`src/rtl/keyboard_decoder_pkg.sv`:
```
// Shared PS/2 keyboard constants: prefix/non-key bytes, prefix-FSM encoding, key codes.
package keyboard_decoder_pkg;

    localparam int unsigned BYTE_W  = 8;
    localparam int unsigned KEYS_N  = 128;
    localparam int unsigned STATE_W = 2;

    localparam logic [BYTE_W-1:0] BYTE_E0 = 8'hE0;
    localparam logic [BYTE_W-1:0] BYTE_F0 = 8'hF0;
    localparam logic [BYTE_W-1:0] BYTE_AA = 8'hAA;
    localparam logic [BYTE_W-1:0] BYTE_E1 = 8'hE1;
    localparam logic [BYTE_W-1:0] BYTE_EE = 8'hEE;
    localparam logic [BYTE_W-1:0] BYTE_FA = 8'hFA;
    localparam logic [BYTE_W-1:0] BYTE_FC = 8'hFC;
    localparam logic [BYTE_W-1:0] BYTE_FE = 8'hFE;

    localparam logic [BYTE_W-1:0] KEY_BACK  = 8'h66;
    localparam logic [BYTE_W-1:0] KEY_SPACE = 8'h29;

    localparam logic [STATE_W-1:0] ST_IDLE    = 2'd0;
    localparam logic [STATE_W-1:0] ST_EXT     = 2'd1;
    localparam logic [STATE_W-1:0] ST_BRK     = 2'd2;
    localparam logic [STATE_W-1:0] ST_EXT_BRK = 2'd3;

    // Keyboard status/ack bytes that never describe a key.
    function automatic logic is_non_key(input logic [BYTE_W-1:0] b);
        return (b == BYTE_AA) || (b == BYTE_E1) || (b == BYTE_EE) ||
               (b == BYTE_FA) || (b == BYTE_FC) || (b == BYTE_FE);
    endfunction

endpackage

```
`src/rtl/keyboard_decoder_ps2_rx.sv`:
```
// PS/2 receiver: line synchronizers, falling-edge detect, 11-bit frame shifter,
// frame check and inter-edge timeout. Results are valid in the stop-bit edge cycle.
module ps2_rx #(
    parameter int unsigned TIMEOUT = 131072
) (
    input  logic       clk,
    input  logic       rst,
    input  logic       ps2_clk,
    input  logic       ps2_data,
    output logic [7:0] rx_byte_c,
    output logic       byte_valid_c,
    output logic       frame_err_c
);

    localparam int unsigned TMR_W    = $clog2(TIMEOUT + 1);
    localparam int unsigned CNT_W    = 4;
    localparam logic [CNT_W-1:0] LAST_BIT = 4'd10;

    logic [1:0]       clk_sync;
    logic [1:0]       data_sync;
    logic             clk_prev;
    logic [CNT_W-1:0] bit_cnt;
    logic [9:0]       shift;
    logic [TMR_W-1:0] tmr;

    logic fall_c;
    logic stop_c;
    logic frame_ok_c;

    assign fall_c = clk_prev & ~clk_sync[1];
    assign stop_c = fall_c && (bit_cnt == LAST_BIT);

    // shift[0]=start, shift[8:1]=data, shift[9]=parity; stop bit is the live sample.
    assign frame_ok_c   = ~shift[0] & data_sync[1] & (^shift[9:1]);
    assign rx_byte_c    = shift[8:1];
    assign byte_valid_c = stop_c & frame_ok_c;
    assign frame_err_c  = stop_c & ~frame_ok_c;

    always_ff @(posedge clk) begin
        if (rst) begin
            clk_sync  <= 2'b11;
            data_sync <= 2'b11;
            clk_prev  <= 1'b1;
            bit_cnt   <= '0;
            shift     <= '0;
            tmr       <= '0;
        end else begin
            clk_sync  <= {clk_sync[0], ps2_clk};
            data_sync <= {data_sync[0], ps2_data};
            clk_prev  <= clk_sync[1];
            if (fall_c) begin
                shift   <= {data_sync[1], shift[9:1]};
                bit_cnt <= (bit_cnt == LAST_BIT) ? '0 : bit_cnt + 4'd1;
                tmr     <= '0;
            end else if (bit_cnt != '0) begin
                // Stalled partial frame: drop it so the next start bit realigns.
                if (tmr == TMR_W'(TIMEOUT - 1)) begin
                    bit_cnt <= '0;
                    tmr     <= '0;
                end else begin
                    tmr <= tmr + TMR_W'(1);
                end
            end else begin
                tmr <= '0;
            end
        end
    end

endmodule

```
`src/rtl/keyboard_decoder.sv`:
```
// PS/2 keyboard decoder: E0/F0 prefix FSM over received bytes, per-key held flags
// and make/break event reporting.
module keyboard_decoder
    import keyboard_decoder_pkg::*;
#(
    parameter int unsigned TIMEOUT = 131072
) (
    input  logic          clk,
    input  logic          rst,
    input  logic          ps2_clk,
    input  logic          ps2_data,
    output logic [127:0]  key_down,
    output logic [8:0]    last_change,
    output logic          key_valid,
    output logic          parity_err
);

    logic [BYTE_W-1:0]  rx_byte_c;
    logic               byte_valid_c;
    logic               frame_err_c;

    logic [STATE_W-1:0] state_q;
    logic [STATE_W-1:0] state_d;
    logic               key_evt_c;
    logic               extend_c;
    logic               make_c;

    ps2_rx #(.TIMEOUT(TIMEOUT)) u_rx (
        .clk          (clk),
        .rst          (rst),
        .ps2_clk      (ps2_clk),
        .ps2_data     (ps2_data),
        .rx_byte_c    (rx_byte_c),
        .byte_valid_c (byte_valid_c),
        .frame_err_c  (frame_err_c)
    );

    always_ff @(posedge clk) begin
        if (rst) state_q <= ST_IDLE;
        else     state_q <= state_d;
    end

    // Prefix tracking; dropped frames never reach here, so the state holds on errors.
    always_comb begin
        state_d   = state_q;
        key_evt_c = 1'b0;
        extend_c  = 1'b0;
        make_c    = 1'b0;
        if (byte_valid_c) begin
            if (rx_byte_c == BYTE_E0) begin
                if (state_q == ST_IDLE) state_d = ST_EXT;
            end else if (rx_byte_c == BYTE_F0) begin
                case (state_q)
                    ST_IDLE: state_d = ST_BRK;
                    ST_EXT:  state_d = ST_EXT_BRK;
                    default: state_d = state_q;
                endcase
            end else if (is_non_key(rx_byte_c)) begin
                state_d = ST_IDLE;
            end else begin
                key_evt_c = 1'b1;
                extend_c  = (state_q == ST_EXT) || (state_q == ST_EXT_BRK);
                make_c    = (state_q == ST_IDLE) || (state_q == ST_EXT);
                state_d   = ST_IDLE;
            end
        end
    end

    always_ff @(posedge clk) begin
        if (rst) begin
            key_down    <= '0;
            last_change <= '0;
            key_valid   <= 1'b0;
            parity_err  <= 1'b0;
        end else begin
            key_valid  <= key_evt_c;
            parity_err <= frame_err_c;
            if (key_evt_c) begin
                last_change <= {extend_c, rx_byte_c};
                if (!extend_c && !rx_byte_c[7]) key_down[rx_byte_c[6:0]] <= make_c;
            end
        end
    end

endmodule

```
`config.mk`:
```
export PLATFORM = sky130hd
export DESIGN_NAME = keyboard_decoder
export DESIGN_NICKNAME = d
export VERILOG_FILES = /design/src/rtl/keyboard_decoder_pkg.sv /design/src/rtl/keyboard_decoder_ps2_rx.sv /design/src/rtl/keyboard_decoder.sv
export SDC_FILE = /design/constraint.sdc
export NUM_CORES = 1
export LEC_CHECK = 0
export ABC_AREA = 1
export CAP_MARGIN = 20
export CORE_MARGIN = 2
export CORE_UTILIZATION = 54
export DETAILED_ROUTE_END_ITERATION = 8
export PLACE_DENSITY = 0.8
export RECOVER_POWER = 100
export SKIP_CTS_REPAIR_TIMING = 1
export SLEW_MARGIN = 20
export SYNTH_ARGS = -nofsm -noshare
export SYNTH_HDL_FRONTEND = slang
export SYNTH_SLANG_ARGS = --single-unit
```
`constraint.sdc`:
```
create_clock -name clk -period 3.2 [get_ports clk]
set_input_delay 0.96 -clock clk [delete_from_list [all_inputs] [get_ports clk]]
set_output_delay 0.96 -clock clk [all_outputs]
set_load 0.03 [all_outputs]
```
Yosys cells after proc, flatten, opt, wreduce, memory -nomap -nowiden
Cells that the tools add are included.
{ "op_classes": {"n_mux": 23, "addsub": 2, "n_lt_le_gt_ge": 2, "n_eq_ne": 14, "n_reduce_logical": 21, "bitwise_logic": 9} }
{ "ops": {"columns": ["op", "count"], "rows": [
  ["bitwise mux 128 bit", 1],
  ["equality test 8 bit, second input constant", 8],
  ["adder 18 x 1 -> 18 bit, second input constant", 1],
  ["equality test 18 x 17 -> 1 bit, second input constant", 1],
  ["2-to-1 mux 4 bit", 4],
  ["2-to-1 mux 1 bit", 13],
  ["XOR reduction 9 bit", 1],
  ["less-than comparator 7 x 8 -> 1 bit, second input constant", 1],
  ["demux 1 bit (select 7 bit)", 1],
  [">= comparator 7 x 1 -> 1 bit, second input constant", 1],
  ["logical OR 1 bit", 7],
  ["2-to-1 mux 2 bit", 3],
  ["AND 1 bit", 5],
  ["adder 4 x 1 -> 4 bit, second input constant", 1],
  ["equality test 4 bit, second input constant", 1],
  ["inverter 1 bit", 4],
  ["case mux 2 bit (2 select lines)", 1],
  ["AND reduction 2 bit", 2],
  ["nonzero test 2 bit", 2],
  ["nonzero test 4 bit", 1],
  ["OR reduction 4 bit", 1],
  ["logical AND 1 bit", 3],
  ["inequality test 3 x 1 -> 1 bit, second input constant", 1],
  ["AND reduction 3 bit", 1],
  ["other kinds (5)", 6]
]} }
{ "totals": {"output_inout_bits": 139, "wordCells": 82, "in_bits": 4, "ff_bits": 178} }

Depth between registers and ports, before layout
{ "logic_depth": {"depth_word": 13, "ltp_mapped": 16, "mapped_depth_nobuf": 14} }

Hierarchy
From an unflattened synthesis, not the netlist that was laid out.
{ "unflattened": {"hier_cells": 1479, "area_unflattened_um2": 9566.7} }
{ "by_module_without_submodules": {"columns": ["module", "area_per_inst_um2", "seq_area_each_um2", "cells_per_inst", "n_inst"], "rows": [
  ["keyboard_decoder", 7724.9, 2822.7, 1238, 1],
  ["ps2_rx", 1841.8, 740.7, 241, 1]
]} }

Worst setup path before layout
Ideal clock, no wire load.
{ "synth_timing": {"kind": "flip-flop to flip-flop", "startpoint": "reg u_rx.shift[1]", "endpoint": "reg key_down[36]", "path_stages_with_launch": 15, "arrival_ps": 2103, "required_time_ps": 3087, "setup_slack_ps": 983, "path_buffers": 2, "setup_ps": 113, "period_less_slack_ps": 2217, "cell_sequence": "dfxtp_1 -> clkinv_1 -> ha_1 -> inv_1 -> nand2_1 -> nand3_1 -> nand3_1 -> nand2_2 -> nand3_2 -> nor2_4 -> buf_6 -> buf_6 -> nand4_1 -> nor2_1 -> nor2_1"} }
{ "synth_between": {"elab_chain_cells": 13, "elab_cells_between_ends": 37, "classes_between": "order compare: 2; eq/ne: 8; mux: 15; bitwise: 2; reduce/logical: 10"} }
{ "synth_rtl": {"columns": ["item", "line", "rtl"], "rows": [
  ["start: declaration", "keyboard_decoder_ps2_rx.sv:23", "logic [9:0] shift;"],
  ["start signal: assignment", "keyboard_decoder_ps2_rx.sv:52", "shift <= {data_sync[1], shift[9:1]};"],
  ["equality test 8 bit", "keyboard_decoder_pkg.sv:27", "return (b == BYTE_AA) || (b == BYTE_E1) || (b == BYTE_EE) ||"],
  ["logical OR 1 bit (3 in series)", "keyboard_decoder_pkg.sv:27", null],
  ["logical OR 1 bit (2 in series)", "keyboard_decoder_pkg.sv:28", "(b == BYTE_FA) || (b == BYTE_FC) || (b == BYTE_FE);"],
  ["2-to-1 mux 1 bit", "keyboard_decoder.sv:58", "end else if (is_non_key(rx_byte_c)) begin"],
  ["2-to-1 mux 1 bit", "keyboard_decoder.sv:52", "end else if (rx_byte_c == BYTE_F0) begin"],
  ["2-to-1 mux 1 bit", "keyboard_decoder.sv:50", "if (rx_byte_c == BYTE_E0) begin"],
  ["2-to-1 mux 1 bit", "keyboard_decoder.sv:49", "if (byte_valid_c) begin"],
  ["zero test 1 bit", "keyboard_decoder.sv:80", "if (!extend_c && !rx_byte_c[7]) key_down[rx_byte_c[6:0]] <= make_c;"],
  ["logical AND 1 bit", "keyboard_decoder.sv:80", null],
  ["AND reduction 2 bit (no line)", null, null],
  ["end signal: indexed assignment", "keyboard_decoder.sv:80", null],
  ["end: declaration", "keyboard_decoder.sv:12", "output logic [127:0] key_down,"]
]} }
Parallel ways exist; a longest one is shown, timed or not.
A chain may end at the register's enable or synchronous reset.

Worst setup path in the final report
{ "layout_timing": {"startpoint": "reg u_rx.shift[1]", "endpoint": "reg key_down[121]"} }
The elaborated chain is that of the path after synthesis.

==> flow_summary.yaml <==
setup_path:
  crit_fanout: 57
  worstPathCellList: "clkinv_1, ha_1, inv_1, nand2_1, nand3_1, nand3_1, nand2_2, nand3_2, nor2_4, buf_12, nand4_1, nand2_1, nand2_1, nor2_1"
  start_kind: "flip-flop"
  critPathBufInv: 3
  critPathCaptureType: "flip-flop"
  critPathMaxStageDelay_ns: 0.46
  cp_top_family: "simple AND/OR/NAND/NOR gates"
  critical_path.slowest_cell: "dfxtp_1"
  path_class: "flip-flop to flip-flop"
  cp_data_required_time_ns: 3.57
  crit_arrival_ns: 3.28
  cpMostUsedCell: "nand2_1"
synth:
  netlist_top_cells_area: "dfxtp_1, nand2_1, nor2_1"
  synthCells: 1300
  ys_seq_area_share_pct: 41.48
  synth_top_area_share_pct: 41.48
  syn_nets: 1318
  yosysTopAreaCell: "dfxtp_1"
  ys_seq_elements: 178
  synth.avg_cell_area_um2: 6.608
  synth_cell_types: 32
  synth_area_um2: 8591
  yosys_warnings: 0
power_and_ir_drop:
  p_clk_share_pct: 46.2
  internal-power_w: 0.003442
  p_sw_w: 0.001088
  share_comb_of_total_power_pct: 4.5
  sw_frac_of_total_pct: 24.02
  peakVddDrop_mv: 0.3936
  seqPwrFrac_pct: 49.3
  p_leak_nw: 5.482
  power_per_cell_area_nw_per_um2: 422.5
global_routing:
  antenna_found_initial: 0
  first_global_vias: 7826
  grt_pass1_wl_um: 37290
  grt_usage_pct: 27.47
  grt_overflow: 0
  grt_max_degree: 92
timing:
  slew_viol_final: 0
  tns_ns: 0
  finalClockSkew_ns: 0.01245
  setup_violations: 0
  period_needed_ns: 2.908
  relSlewSlack_pct: 30.86
  worst_slew_pin_slew_ns: 1.036
  fin_crit_sh_pct: 90.87
  max_freq_ghz: 0.3439
  hold_viol: 0
  rsz0062_at_grt: "false"
cells_and_area:
  final.fill_count: 1305
  area_delta_synth_final_pct: 24.82
  nets: 1429
  final_common_cell: "nand2_1"
  layout_common_cells: "nand2_1, nor2_1, dfxtp_1, inv_1, dlygate4sd3_1"
  diodes: 0
  final_cells: 1640
  drive_gt1_share_pct: 5.407
  design_area_um2: 10720
run:
  maxCapViolCount: 0
min_path:
  worstHoldPathType: "flip-flop to flip-flop"
routing:
  drtIter0Drc: 853
  drc: 0
  met1Wirelength_um: 10010
  dr_wl_met3_um: 1582
  drt-total-wl_um: 22870
  wl_per_cell_um: 13.94
  vias: 8467
  dr.pass1.iters: 8
  postRouteAntennaNets: 0
  vias_per_cell: 5.163
  wl_met2_um: 10690
  highest_layer: "met4"
clocking:
  clk_pin_slew_ns: 0.07
  clk_latency_ns: 0.44
  clock-root-buffer: "clkbuf_16"
  cts_tree: "done"
  cts_buffer_depth: 2
  clock-sinks: 178
  h-tree-depth: 4
  numCtsBuffers: 17
floorplan:
  start_util_pct: 54.67
  core_um2: 15710
  rows: 46
  io_pins: 143
  design.die.area_um2: 16930
  die_x_um: 130.1
  die_y_um: 130.1
status:
  status: "finished, final reports clean"
place:
  io_buffers: 142
  place_area_um2: 10180
  dp_cells: 1608
  gp_congestion: 0.8762
  hpwlAfterDp_um: 14800
==> through the flow <==
step	setup slack, ns	hold slack, ns	power, W	utilization (%)
2_1_floorplan	0.9833	0.3895	0.002420	-
3_3_place_gp	0.4279	0.3937	0.002486	64.77
3_5_place_dp	0.3063	0.3941	0.002488	64.77
4_1_cts	0.3131	0.4092	0.004543	68.46
5_1_grt	0.005304	0.4212	0.004648	68.24
6_report	0.2921	0.4084	0.004531	68.24
==> cell families after synthesis <==
group	Yosys count	share of synthesized area, %
buffers and inverters	250	11.91
and+or+nand+nor	795	40.26
xor gates and xnor gates	12	1.223
adders and majority gates	14	2.039
AOI/OAI and AO/OA	51	3.088
DFF	178	41.48
==> synthesized netlist by cell type, drive strengths merged <==
master,count
nor3b,4
nor2,298
a21oi,25
clkbuf,30
nor3,3
o31ai,2
xor2,8
or2,7
nand3,34
ha,14
dfxtp,178
a211oi,1
buf,40
a21boi,1
nor4,1
xnor2,4
inv,179
nand4,134
clkinv,1
o21ai,22
nand2,314
==> sequential cells by signal (all words and copies together), names as in the netlist <==
name and cells:
key_down 128, u_rx.tmr 18, u_rx.shift 10, last_change 9, u_rx.bit_cnt 4, state_q 2, u_rx.clk_sync 2, u_rx.data_sync 2
key_valid 1, parity_err 1, u_rx.clk_prev 1
==> routing by layer <==
metal / track usage, % / vias up
li1: - / 4287
met1: 35.64 / 3838
met2: 45.12 / 289
met3: 6.765 / 53
met4: 8.982 / 0
met5: 0 / -
==> final timing paths <==
check                    from                to  slack [ns]  depth (start not counted)
max             u_rx.shift[1]     key_down[121]        0.29                         14
min reg2reg  u_rx.clk_sync[0]  u_rx.clk_sync[1]        0.41                          1
min          u_rx.clk_sync[0]  u_rx.clk_sync[1]        0.41                          1
max reg2reg     u_rx.shift[1]     key_down[121]        0.29                         14
==> cell type report <==
cell class	count	area, um2	area share (%)
timing repair buffer	162	1607	14.98
sequential	178	3563	33.23
clock buffer	20	446.7	4.166
clock inverter	12	132.6	1.237
tap	216	270.3	2.520
inverter	180	676.9	6.313
multi-input combinational	872	4026	37.55
==> power groups by stage <==
stage | sequential (W) | combinational, W | clock (W)
floorplan | 0.00228 | 0.000138 | 0
global placement | 0.00229 | 0.000201 | 0
detailed placement | 0.00229 | 0.000202 | 0
CTS | 0.00223 | 0.000203 | 0.00210
global route | 0.00224 | 0.000221 | 0.00219
finish | 0.00223 | 0.000202 | 0.00209
Note: power is estimated with default switching activity, not from simulation.
